**config.mk**
```make
export PLATFORM = sky130hd
export DESIGN_NAME = nco_freq_config
export DESIGN_NICKNAME = d
export VERILOG_FILES = /design/src/rtl/nco_freq_config.sv
export SDC_FILE = /design/constraint.sdc
export NUM_CORES = 1
export LEC_CHECK = 0
export ABC_AREA = 0
export BUFFER_PORTS_ARGS = -buffer_cell sky130_fd_sc_hd__buf_2
export CORE_UTILIZATION = 60
export CTS_BUF_LIST = sky130_fd_sc_hd__clkbuf_8
export DETAILED_ROUTE_END_ITERATION = 10
export GPL_ROUTABILITY_DRIVEN = 1
export PLACE_DENSITY_LB_ADDON = 0.12
export RECOVER_POWER = 25
export SLEW_MARGIN = 15
export SYNTH_ARGS = -nofsm -noshare
export SYNTH_HDL_FRONTEND = slang
export SYNTH_SLANG_ARGS = --single-unit
```
**constraint.sdc**
```tcl
create_clock -name clk -period 3.9 [get_ports clk]
set_input_delay 0.78 -clock clk [delete_from_list [all_inputs] [get_ports clk]]
set_output_delay 0.78 -clock clk [all_outputs]
set_load 0.03 [all_outputs]
```
**src/rtl/nco_freq_config.sv**
```systemverilog
// Runtime-programmable NCO clock-enable generator: converts a requested output
// frequency into a 20-bit phase increment with a serial restoring divider.
module nco_freq_config #(
  parameter logic [31:0] INPUT_FREQ = 32'd50_000_000,
  parameter logic [31:0] RESET_FREQ = 32'd25_175_000
) (
  input  logic        clk,
  input  logic        rst,
  input  logic        req_valid,
  input  logic [31:0] req_freq,
  output logic        req_ready,
  output logic        done,
  output logic        err,
  output logic [19:0] cur_inc,
  output logic        enable
);

  localparam logic [63:0] RESET_INC_W = ({32'd0, RESET_FREQ} << 20) / {32'd0, INPUT_FREQ};
  localparam logic [19:0] RESET_INC   = RESET_INC_W[19:0];

  typedef enum logic [1:0] {IDLE, DIV, LOAD} state_t;

  state_t      state;
  state_t      state_nxt;
  logic [32:0] rem;
  logic [19:0] q;
  logic [4:0]  cnt;
  logic [19:0] acc;
  logic        accept;
  logic        reject;
  logic [33:0] step;

  // One restoring-division iteration: {quotient bit, next remainder}.
  // rem < INPUT_FREQ < 2^32, so the doubled value always fits in 33 bits.
  function automatic logic [33:0] div_step(input logic [32:0] r);
    logic [32:0] t;
    t = r << 1;
    if (t >= {1'b0, INPUT_FREQ})
      return {1'b1, t - {1'b0, INPUT_FREQ}};
    else
      return {1'b0, t};
  endfunction

  assign req_ready = (state == IDLE);
  assign accept    = req_valid && req_ready;
  assign reject    = accept && (req_freq >= INPUT_FREQ);
  assign step      = div_step(rem);

  always_comb begin
    state_nxt = state;
    case (state)
      IDLE:    if (accept && !reject) state_nxt = DIV;
      DIV:     if (cnt == 5'd0)       state_nxt = LOAD;
      LOAD:                           state_nxt = IDLE;
      default:                        state_nxt = IDLE;
    endcase
  end

  // Control and accumulator: the accumulator free-runs through division so the
  // new increment takes over without a phase discontinuity.
  always_ff @(posedge clk or posedge rst) begin
    if (rst) begin
      state   <= IDLE;
      cnt     <= 5'd0;
      cur_inc <= RESET_INC;
      done    <= 1'b0;
      err     <= 1'b0;
      acc     <= 20'd0;
      enable  <= 1'b0;
    end else begin
      state         <= state_nxt;
      done          <= (state == LOAD);
      err           <= reject;
      {enable, acc} <= {1'b0, acc} + {1'b0, cur_inc};
      if (state == IDLE && accept)
        cnt <= 5'd19;
      else if (state == DIV)
        cnt <= cnt - 5'd1;
      if (state == LOAD)
        cur_inc <= q;
    end
  end

  // Divider datapath: only meaningful while in DIV, so no reset needed.
  always_ff @(posedge clk) begin
    if (state == IDLE && accept) begin
      rem <= {1'b0, req_freq};
      q   <= 20'd0;
    end else if (state == DIV) begin
      rem <= step[32:0];
      q   <= {q[18:0], step[33]};
    end
  end

endmodule
```
==> flow_summary.ini, run 1 <==
[min_path]
min_to = q[19]
min_path_cells = 2
min_path_type = flop to flop
min-delay-start = q[19]

[synth]
yosysTopAreaCell = dfrtp_1
synth_top_family_by_area = simple AND/OR/NAND/NOR gates
yosysWarningCount = 0
async_flop_share_pct = 49.02
yosys.area.top_type_share_pct = 20.03
synth_nets = 587
synth_edf_count = 32
synth_ff_type = dfrtp_1
seq_area_frac_synth_pct = 49.98
synth-seq-cells = 102
synth_area_leaders = dfrtp_1 20%, edfxtp_1 18%, dfxtp_1 7.6%
synthXorXnorAreaFrac_pct = 6.676
avgSynthCellArea_sq_um = 9.957
synthSimpleGateAreaFrac_pct = 17.10
syn_area_sq_um = 5248
synth_mux_area_share_pct = 4.292
synth_compound_area_share_pct = 13.64
synth_cell_types = 57
synthAdderAreaFrac_pct = 6.104
syn_inst = 527

[finish]
seq_area_sq_um = 2623
n_fill_cell = 659
drive_gt1_share_pct = 20.44
area_delta_synth_final_pct = 11.83
nets = 642
fin_util_pct = 70.36
antenna_cells = 0
multiInputGateArea_sq_um = 2511

[sta]
relSlewSlack_pct = -46.14
setup_viol = 0
worst_pin_slew_ns = 2.180
skew_ns = 0.01544
min_period_ns = 2.642
fmax_mhz = 378.5
finalCritPeriodShare_pct = 67.73
finalHoldViolCount = 0
finalSetupTns_ns = 0
slew_viol_final = 51
rsz0062_at_grt = no

[global_routing]
antenna_found_initial = 0
gr-usage-all-layers_pct = 23.75
grt_pass1_wl_mm = 16.77
overflow = 0
grt_pass1_vias = 3607
grt_max_degree = 51

[pwr]
power_mw = 2.272
power_density_nw_per_um2 = 387.2
vdd_ir_drop_max_v = 0.0002643
power_leakage_nw = 2.251

[critical_path]
critPathKind = flop to flop
rrSetupSlack_ns = 1.26
path_max_fanout = 4
arrival_ns = 2.92
rr_endpoint = acc[14]
cp-end-kind = flop
crit_start = cur_inc[0]
cp-start-kind = flop
r2r_cells = 9
reg2reg_from = cur_inc[0]
cp.required_ns = 4.18

[cts]
clk_path_buf_depth = 2
cts_setup_buffers = 0
cts.sinks = 102
ctsRootBufferMaster = clkbuf_8
cts-buffers-inserted = 9
ctsHoldBuffers = 0
cts_htree_levels = 3
clk_pin_slew_ns = 0.10
cts_resized = 0
cts_tree = yes
worst_skew_pair.late_latency_ns = 0.35

[floorplan]
placementRows = 33
die_w_um = 95.52
die_area_sq_um = 9124
chipHeight_um = 95.52
start_util_pct = 62.92
core_region_area_sq_um = 8341
ios = 59

[placed_design]
io_buffer_count = 58
place_congestion = 0.8567
hpwl_mm = 7.172

[detailed_routing]
vias = 3876
firstDrtPassIters = 5
ant_nets = 0
drt-wirelength-per-cell_um = 14.57
drc = 0
initialDrtViolationCount = 245
wl_mm = 10.08
vias_per_cell = 5.601

[flow_run]
max-cap-violations = 1

[outcome]
violations = capacitance limit, slew limit
status = finished, violations left
cell families (layout without fill, tap and decap cells):
logic type | count (synthesis) | after routing
AND/OR/NAND/NOR | 193 | 193
adder cells (fa/ha/maj) | 25 | 25
flip-flops | 102 | 102
AO/OA/AOI/OAI | 119 | 119
XOR/XNOR | 40 | 40
multiplexers | 20 | 20
buffers and inverters | 28 | 88
cells in the mapped netlist, types with 2 or more instances:
library cell and count:
dfrtp_1 42, nand2b_1 3, nor2_1 36, and2_1 5
o21ai_1 19, inv_1 9, a211oi_1 2, edfxtp_1 32
xor2_1 20, dfxtp_1 20, a311oi_2 3, and4_1 2
o21ai_0 34, nand2_1 95, nor3_1 7, a21o_1 7
a31oi_1 5, nand3_1 13, xnor2_1 20, nor4_1 3
nor2b_1 6, ha_1 24, nor3_2 2, o21a_1 2
nand3b_1 2, nand4_1 6, clkbuf_1 16, nand4b_1 2
and3_1 4, dfstp_2 8, a21oi_2 2, mux2_2 20
a21boi_1 2, a21oi_1 31
per-stage QoR:
stage / instances / hold slack (ns) / worst slack, ns / cell area (sq um)
after floorplan: 527 / 0.4325 / 1.350 / 5248
after global placement: 676 / 0.4509 / 1.352 / 5627
after detailed placement: 676 / 0.4578 / 1.262 / 5627
after CTS: 692 / 0.4722 / 1.248 / 5867
after global routing: 692 / 0.4979 / 1.117 / 5868
final: 692 / 0.4709 / 1.258 / 5868
worst max-delay path by stage:
stage	endpoint	slack (ns)
after floorplan	acc[14]	1.35
after global placement	rem[19]	1.35
after detailed placement	rem[19]	1.26
after CTS	rem[19]	1.25
after global routing	rem[24]	1.12
final	acc[14]	1.26
cells in the final DEF (no fill, tap or decap), types with 24 or more instances in the layout:
| cell | instances |
|---|---|
| a21oi_1 | 31 |
| buf_2 | 58 |
| o21ai_0 | 34 |
| ha_1 | 24 |
| dfrtp_1 | 42 |
| edfxtp_1 | 32 |
| nor2_1 | 36 |
| nand2_1 | 95 |
routing by layer:
metal  part of all wire, %  GRT usage [%]  up-vias
met3                   4.3          3.509       12
li1                      -              -     1967
met1                    48          33.61     1800
met4                   1.1          7.711        0
met2                    46          37.56       97
met5                     0              0        -
power breakdown:
part	internal, mW	switching [mW]	total (mW)
logic	0.103	0.152	0.255
clock network	0.439	0.345	0.784
registers	1.18	0.0549	1.23
worst max-delay path, cell delays in order (launching register included):
cell and delay, ns:
dfrtp_1 0.41, ha_1 0.24, fa_1 0.41, a21o_1 0.23
a311oi_1 0.27, o21ai_1 0.17, a311oi_2 0.41, o21bai_1 0.11
a21oi_1 0.20, xnor2_1 0.13
registers in the layout, summed over array words and instances (netlist names):
signal / cells
rem: 32
acc: 20
cur_inc: 20
q: 20
cnt: 5
state: 2
done: 1
enable: 1
err: 1
area by class of cell:
class                           count  area share (%)
Clock buffer                       10           2.345
Clock inverter                      6           1.748
Inverter                            9          0.5970
Multi-Input combinational cell    397           42.79
Sequential cell                   102           44.69
Tap cell                          105           2.239
Timing Repair Buffer               63           5.586
(Power assumes the default switching activity.)
==> run 2, diff against run 1 <==
--- a/config.mk
+++ b/config.mk
@@ -7,7 +7,7 @@
 export LEC_CHECK = 0
 export ABC_AREA = 0
 export BUFFER_PORTS_ARGS = -buffer_cell sky130_fd_sc_hd__buf_2
-export CORE_UTILIZATION = 60
+export CORE_UTILIZATION = 55
 export CTS_BUF_LIST = sky130_fd_sc_hd__clkbuf_8
 export DETAILED_ROUTE_END_ITERATION = 10
 export GPL_ROUTABILITY_DRIVEN = 1
==> constraint.sdc (replaced) <==
create_clock -name clk -period 2.4 [get_ports clk]
set_input_delay 0.48 -clock clk [delete_from_list [all_inputs] [get_ports clk]]
set_output_delay 0.48 -clock clk [all_outputs]
set_load 0.03 [all_outputs]
==> run 2 against run 1 <==
  * The flow finishes with violations (setup timing)
  * Global-route usage down 0.39 points
  * Highest routed layer unchanged
  * Critical endpoint is now rem[7]
  * Critical path depth is 1 higher
  * Non-clock buffer count grew 29
  * Sequential cell count unchanged
  * Register-to-register slack lost 1.3 ns
  * Critical path type unchanged
  * Final area increased by 6.2%
  * Setup slack got worse by 1.3 ns
  * Maximum frequency up 9.1%
  * Final cell count rose by 7.8%
==> flow_summary.ini, run 2 (same netlist as run 1, synthesis figures left out) <==
[critical_path]
cp_cell_sequence = inv_2, ha_4, or4b_4, a31o_4, a21oi_4, o21a_1, buf_12, buf_4, xnor2_1, a21oi_1
cp-end-kind = flop
cp-start-kind = flop
reg2reg_from = rem[7]
r2r_cells = 10
path_max_fanout = 7
rr_endpoint = rem[7]
cp.required_ns = 2.50
rrSetupSlack_ns = -0.02
cp_slowest_stage_delay_ns = 0.46
arrival_ns = 2.52
worst_path_max_delay_cell = or4b_4
critPathKind = flop to flop

[sta]
finalHoldViolCount = 0
min_period_ns = 2.421
fmax_mhz = 413.1
slew_viol_final = 0
skew_ns = 0.01616
finalSetupTns_ns = -0.02057
worst_pin_slew_ns = 0.8442
relSlewSlack_pct = 43.72
fin_ws_ns = -0.02057
setup_viol = 1
finalCritPeriodShare_pct = 100.9
rsz0062_at_grt = yes

[global_routing]
grt_pass1_vias = 4026
grt_max_degree = 37
antenna_found_initial = 0
gr-usage-all-layers_pct = 23.37
overflow = 0
grt_pass1_wl_mm = 18.52

[finish]
stdcell_count = 746
largest_reg_flops = 32
seq_area_sq_um = 2624
n_fill_cell = 800
area_delta_synth_final_pct = 18.76
multiInputGateArea_sq_um = 2654
layout_common_cells = 93 x nand2_1, 58 x buf_2, 41 x dfrtp_1, 33 x nor2_1, 33 x o21ai_0
antenna_cells = 0
nets = 672
drive_gt1_share_pct = 27.71
top_register = rem
layout_commonest_cell = nand2_1

[cts]
ctsRootBufferMaster = clkbuf_8
cts.sinks = 102
cts_tree = yes
cts-buffers-inserted = 9
clk_path_buf_depth = 2
cts_htree_levels = 3
clk_pin_slew_ns = 0.10
worst_skew_pair.late_latency_ns = 0.36
ctsHoldBuffers = 0

[pwr]
p_int_mw = 2.632
power_mw = 3.595
comb_power_share_pct = 13.6
p_clk_share_pct = 30.8
power_leakage_nw = 2.389
switching_share_pct = 26.80
vdd_ir_drop_max_v = 0.0002819
pwr-share-seq_pct = 55.7
power_density_nw_per_um2 = 576.8
p_switching_mw = 0.9634

[floorplan]
chipHeight_um = 99.68
placementRows = 35
ios = 59
die_w_um = 99.68
die_area_sq_um = 9935
core_region_area_sq_um = 9240
start_util_pct = 56.79

[outcome]
violations = setup timing
status = finished, violations left

[detailed_routing]
vias_per_cell = 5.505
wl_mm = 11.03
drt-wirelength-per-cell_um = 14.79
initialDrtViolationCount = 180
ant_nets = 0
vias = 4107
drc = 0
firstDrtPassIters = 4

[placed_design]
place_congestion = 0.8320
dp.cells = 720
hpwl_mm = 7.619
io_buffer_count = 58

[flow_run]
max-cap-violations = 0

[min_path]
min_path_type = primary input to async pin
-- run 2: worst max path at each step --
| stage | cells past startpoint | slack, ns | startpoint | end |
|---|---|---|---|---|
| floorplan | 9 | -0.02 | cur_inc[0] | acc[14] |
| global placement | 9 | -0.05 | cur_inc[0] | enable |
| detailed placement | 9 | -0.13 | cur_inc[0] | enable |
| CTS | 10 | -0.004 | rem[6] | rem[19] |
| global route | 10 | -0.09 | rem[6] | rem[16] |
| finish | 10 | -0.02 | rem[7] | rem[7] |
-- run 2: per-stage QoR --
stage	instance area (sq um)	setup WS (ns)	hold slack (ns)	util [%]
after floorplan	5264	-0.01904	0.4325	-
after global placement	5848	-0.05499	0.4555	63.29
after detailed placement	5848	-0.1280	0.4657	63.29
after CTS	6080	-0.003667	0.1223	65.80
after global routing	6232	-0.08823	0.3385	67.45
final	6232	-0.02057	0.2684	67.45
-- run 2: worst max-delay path, delay by kind of cell (launching register included) --
family / cells / cell delay (ns)
adders and majority gates: 1 / 0.13
xor gates and xnor gates: 1 / 0.10
buffers and inverters: 3 / 0.35
and+or+nand+nor: 1 / 0.46
AOI/OAI and AO/OA: 4 / 0.69
DFF: 1 / 0.42
-- run 2: layout make-up --
cell class / instances / share of cell area [%]
Inverter: 9 / 0.5421
Sequential cell: 102 / 42.10
Timing Repair Buffer: 92 / 9.034
Tap cell: 129 / 2.590
Multi-Input combinational cell: 398 / 42.58
Clock inverter: 6 / 0.9436
Clock buffer: 10 / 2.208
-- run 2: timing repair --
action / 4_1_cts / 5_1_grt
pin swaps: 6 / 16
setup endpoints to repair: 19 / 28
gates resized for setup: 7 / 19
setup buffers: 2 / 7
cloned: 0 / 1
-- run 2: routing by layer --
layer / wire length (um) / GRT usage, % / up-vias
met1: 5364 / 32.61 / 1991
met2: 5252 / 37.88 / 67
li1: - / - / 2034
met3: 267 / 3.303 / 15
met5: 0 / 0 / -
met4: 150 / 7.240 / 0
-- run 2: power by group through the flow --
| stage | logic (mW) | clock network, mW | registers [mW] |
|---|---|---|---|
| detailed placement | 0.465 | 0 | 2.03 |
| global placement | 0.450 | 0 | 2.02 |
| CTS | 0.469 | 1.13 | 2.00 |
| finish | 0.488 | 1.11 | 2.00 |
| global route | 0.549 | 1.19 | 2.01 |
| floorplan | 0.311 | 0 | 2.02 |
==> run 3, diff against run 2 <==
--- a/config.mk
+++ b/config.mk
@@ -13,6 +13,7 @@
 export GPL_ROUTABILITY_DRIVEN = 1
 export PLACE_DENSITY_LB_ADDON = 0.12
 export RECOVER_POWER = 25
+export SETUP_SLACK_MARGIN = 0.5
 export SLEW_MARGIN = 15
 export SYNTH_ARGS = -nofsm -noshare
 export SYNTH_HDL_FRONTEND = slang
==> run 3 against run 2 <==
  * The flow still finishes with violations (setup timing)
  * Clock power down 5%
  * Maximum frequency up 0.34%
  * Total power up 0.25%
  * Critical path depth down 1
  * Highest routed layer unchanged
  * Setup slack better by 0.0081 ns
  * Critical endpoint is now acc[14]
  * First-iteration DRC count up 10%
  * Clock skew about the same
  * Core utilization up 3.7 points
  * Sequential power about the same
  * Register-to-register slack about the same
==> flow_summary.ini, run 3 (same netlist as run 1, synthesis figures left out) <==
[critical_path]
crit_buf_inv = 0
cp_slowest_stage_delay_ns = 0.42
cp_cell_sequence = ha_2, fa_2, a21o_1, a311oi_2, o21ai_2, a311oi_2, o21bai_1, a21oi_2, xnor2_1
crit_start = cur_inc[0]
path_max_fanout = 4
arrival_ns = 2.71
cp_top_family = compound AO/OA/AOI/OAI gates
rr_endpoint = acc[14]
r2r_cells = 9
rrSetupSlack_ns = -0.01
reg2reg_from = cur_inc[0]
critPathKind = flop to flop
cp-start-kind = flop
cp-end-kind = flop
cpMostUsedCell = a311oi_2
cp.required_ns = 2.70
worst_path_max_delay_cell = dfrtp_2

[floorplan]
core_region_area_sq_um = 9240
chipHeight_um = 99.68
ios = 59
start_util_pct = 56.79
die_area_sq_um = 9935
placementRows = 35
die_w_um = 99.68

[placed_design]
dp.cells = 712
place_area_sq_um = 5833
place_congestion = 0.8306
hpwl_mm = 7.629
io_buffer_count = 58
dpl_worst_slack_ns = 0.0003126

[finish]
postLayoutCellArea_sq_um = 6575
top_register = rem
drive_gt1_share_pct = 34.91
stdcell_count = 765
largest_reg_flops = 32
antenna_cells = 0
layout_commonest_cell = nand2_1
area_delta_synth_final_pct = 25.30
layout_common_cells = 87 x nand2_1, 58 x buf_2, 41 x dfrtp_1, 37 x buf_4, 32 x edfxtp_1
nets = 691
fin_util_pct = 71.16

[sta]
fin_ws_ns = -0.01248
fmax_mhz = 414.5
finalCritPeriodShare_pct = 100.5
finalSetupTns_ns = -0.01248
worst_pin_slew_ns = 1.218
finalHoldViolCount = 0
rsz0062_at_grt = yes
slew_viol_final = 0
skew_ns = 0.01602
relSlewSlack_pct = 18.69
min_period_ns = 2.412
setup_viol = 1

[detailed_routing]
drc = 0
drt-wirelength-per-cell_um = 15.27
vias_per_cell = 5.552
vias = 4247
initialDrtViolationCount = 198
ant_nets = 0
wl_mm = 11.69
firstDrtPassIters = 5

[cts]
cts_htree_levels = 3
clk_pin_slew_ns = 0.11
worst_skew_pair.late_latency_ns = 0.36
ctsRootBufferMaster = clkbuf_8
cts_tree = yes
clk_path_buf_depth = 2
cts-buffers-inserted = 9
cts.sinks = 102

[min_path]
min_path_cells = 3
min_to = rem[3]
min_path_type = primary input to flop
min-delay-start = req_freq[3]

[global_routing]
grt_pass1_wl_mm = 18.18
antenna_found_initial = 0
grt_max_degree = 34
gr-usage-all-layers_pct = 23.22
overflow = 0
grt_pass1_vias = 3927

[pwr]
power_density_nw_per_um2 = 548.1
p_switching_mw = 1.043
vdd_ir_drop_max_v = 0.0003651
switching_share_pct = 28.94
comb_power_share_pct = 15.4
pwr-share-seq_pct = 55.5
p_int_mw = 2.561
power_leakage_nw = 2.487
p_clk_share_pct = 29.1

[outcome]
status = finished, violations left
violations = setup timing

[flow_run]
max-cap-violations = 0
==> run 3: how the worst max path moves through the flow <==
| stage | to | cells after the start | slack [ns] |
|---|---|---|---|
| 2_1_floorplan | rem[27] | 10 | 0.08 |
| 3_3_place_gp | enable | 9 | 0.08 |
| 3_5_place_dp | rem[23] | 10 | 0.0003 |
| 4_1_cts | rem[10] | 10 | 0.04 |
| 5_1_grt | acc[14] | 9 | -0.10 |
| 6_report | acc[14] | 9 | -0.01 |
==> run 3: tightest hold or removal path: cells and delay by family <==
family / cells / cell delay [ns]
buf+inv: 1 / 0.08
simple gates: 2 / 0.08
==> run 3: per-layer routing <==
metal / vias to the layer above / global-route usage [%] / part of all wire [%]
li1: 2081 / - / -
met4: 0 / 8.484 / 1.1
met5: - / 0 / 0
met1: 2049 / 32.83 / 46
met2: 104 / 36.55 / 49
met3: 13 / 3.233 / 3.9
==> run 3: area by class of cell <==
type / count / area [sq um]
clock inverters: 7 / 61.31
clock buffers: 9 / 123.9
fillers: 703 / 2665
well taps: 129 / 161.4
inverters: 9 / 33.78
multi-input cells: 400 / 2843
flip-flops and latches: 102 / 2624
repair buffers: 109 / 728.2
==> run 3: metrics by stage <==
stage	hold WS [ns]	total power [mW]
finish	0.3744	3.604
global route	0.3799	3.766
CTS	0.2106	3.570
detailed placement	0.4586	2.496
global placement	0.4475	2.480
floorplan	0.4325	2.336
==> run 3: power by group through the flow <==
| stage | sequential, mW | clock, mW | combinational (mW) |
|---|---|---|---|
| 6_report | 2.00 | 1.05 | 0.555 |
| 5_1_grt | 2.02 | 1.13 | 0.615 |
| 4_1_cts | 2.00 | 1.07 | 0.507 |
| 3_5_place_dp | 2.03 | 0 | 0.467 |
| 3_3_place_gp | 2.03 | 0 | 0.452 |
| 2_1_floorplan | 2.02 | 0 | 0.319 |
==> run 3: what timing repair did <==
item,4_1_cts,5_1_grt
pin swaps,22,35
buffers inserted,20,14
gates cloned,3,0
resized for setup,21,37
endpoints found under the setup margin,38,40
hold buffers,0,0
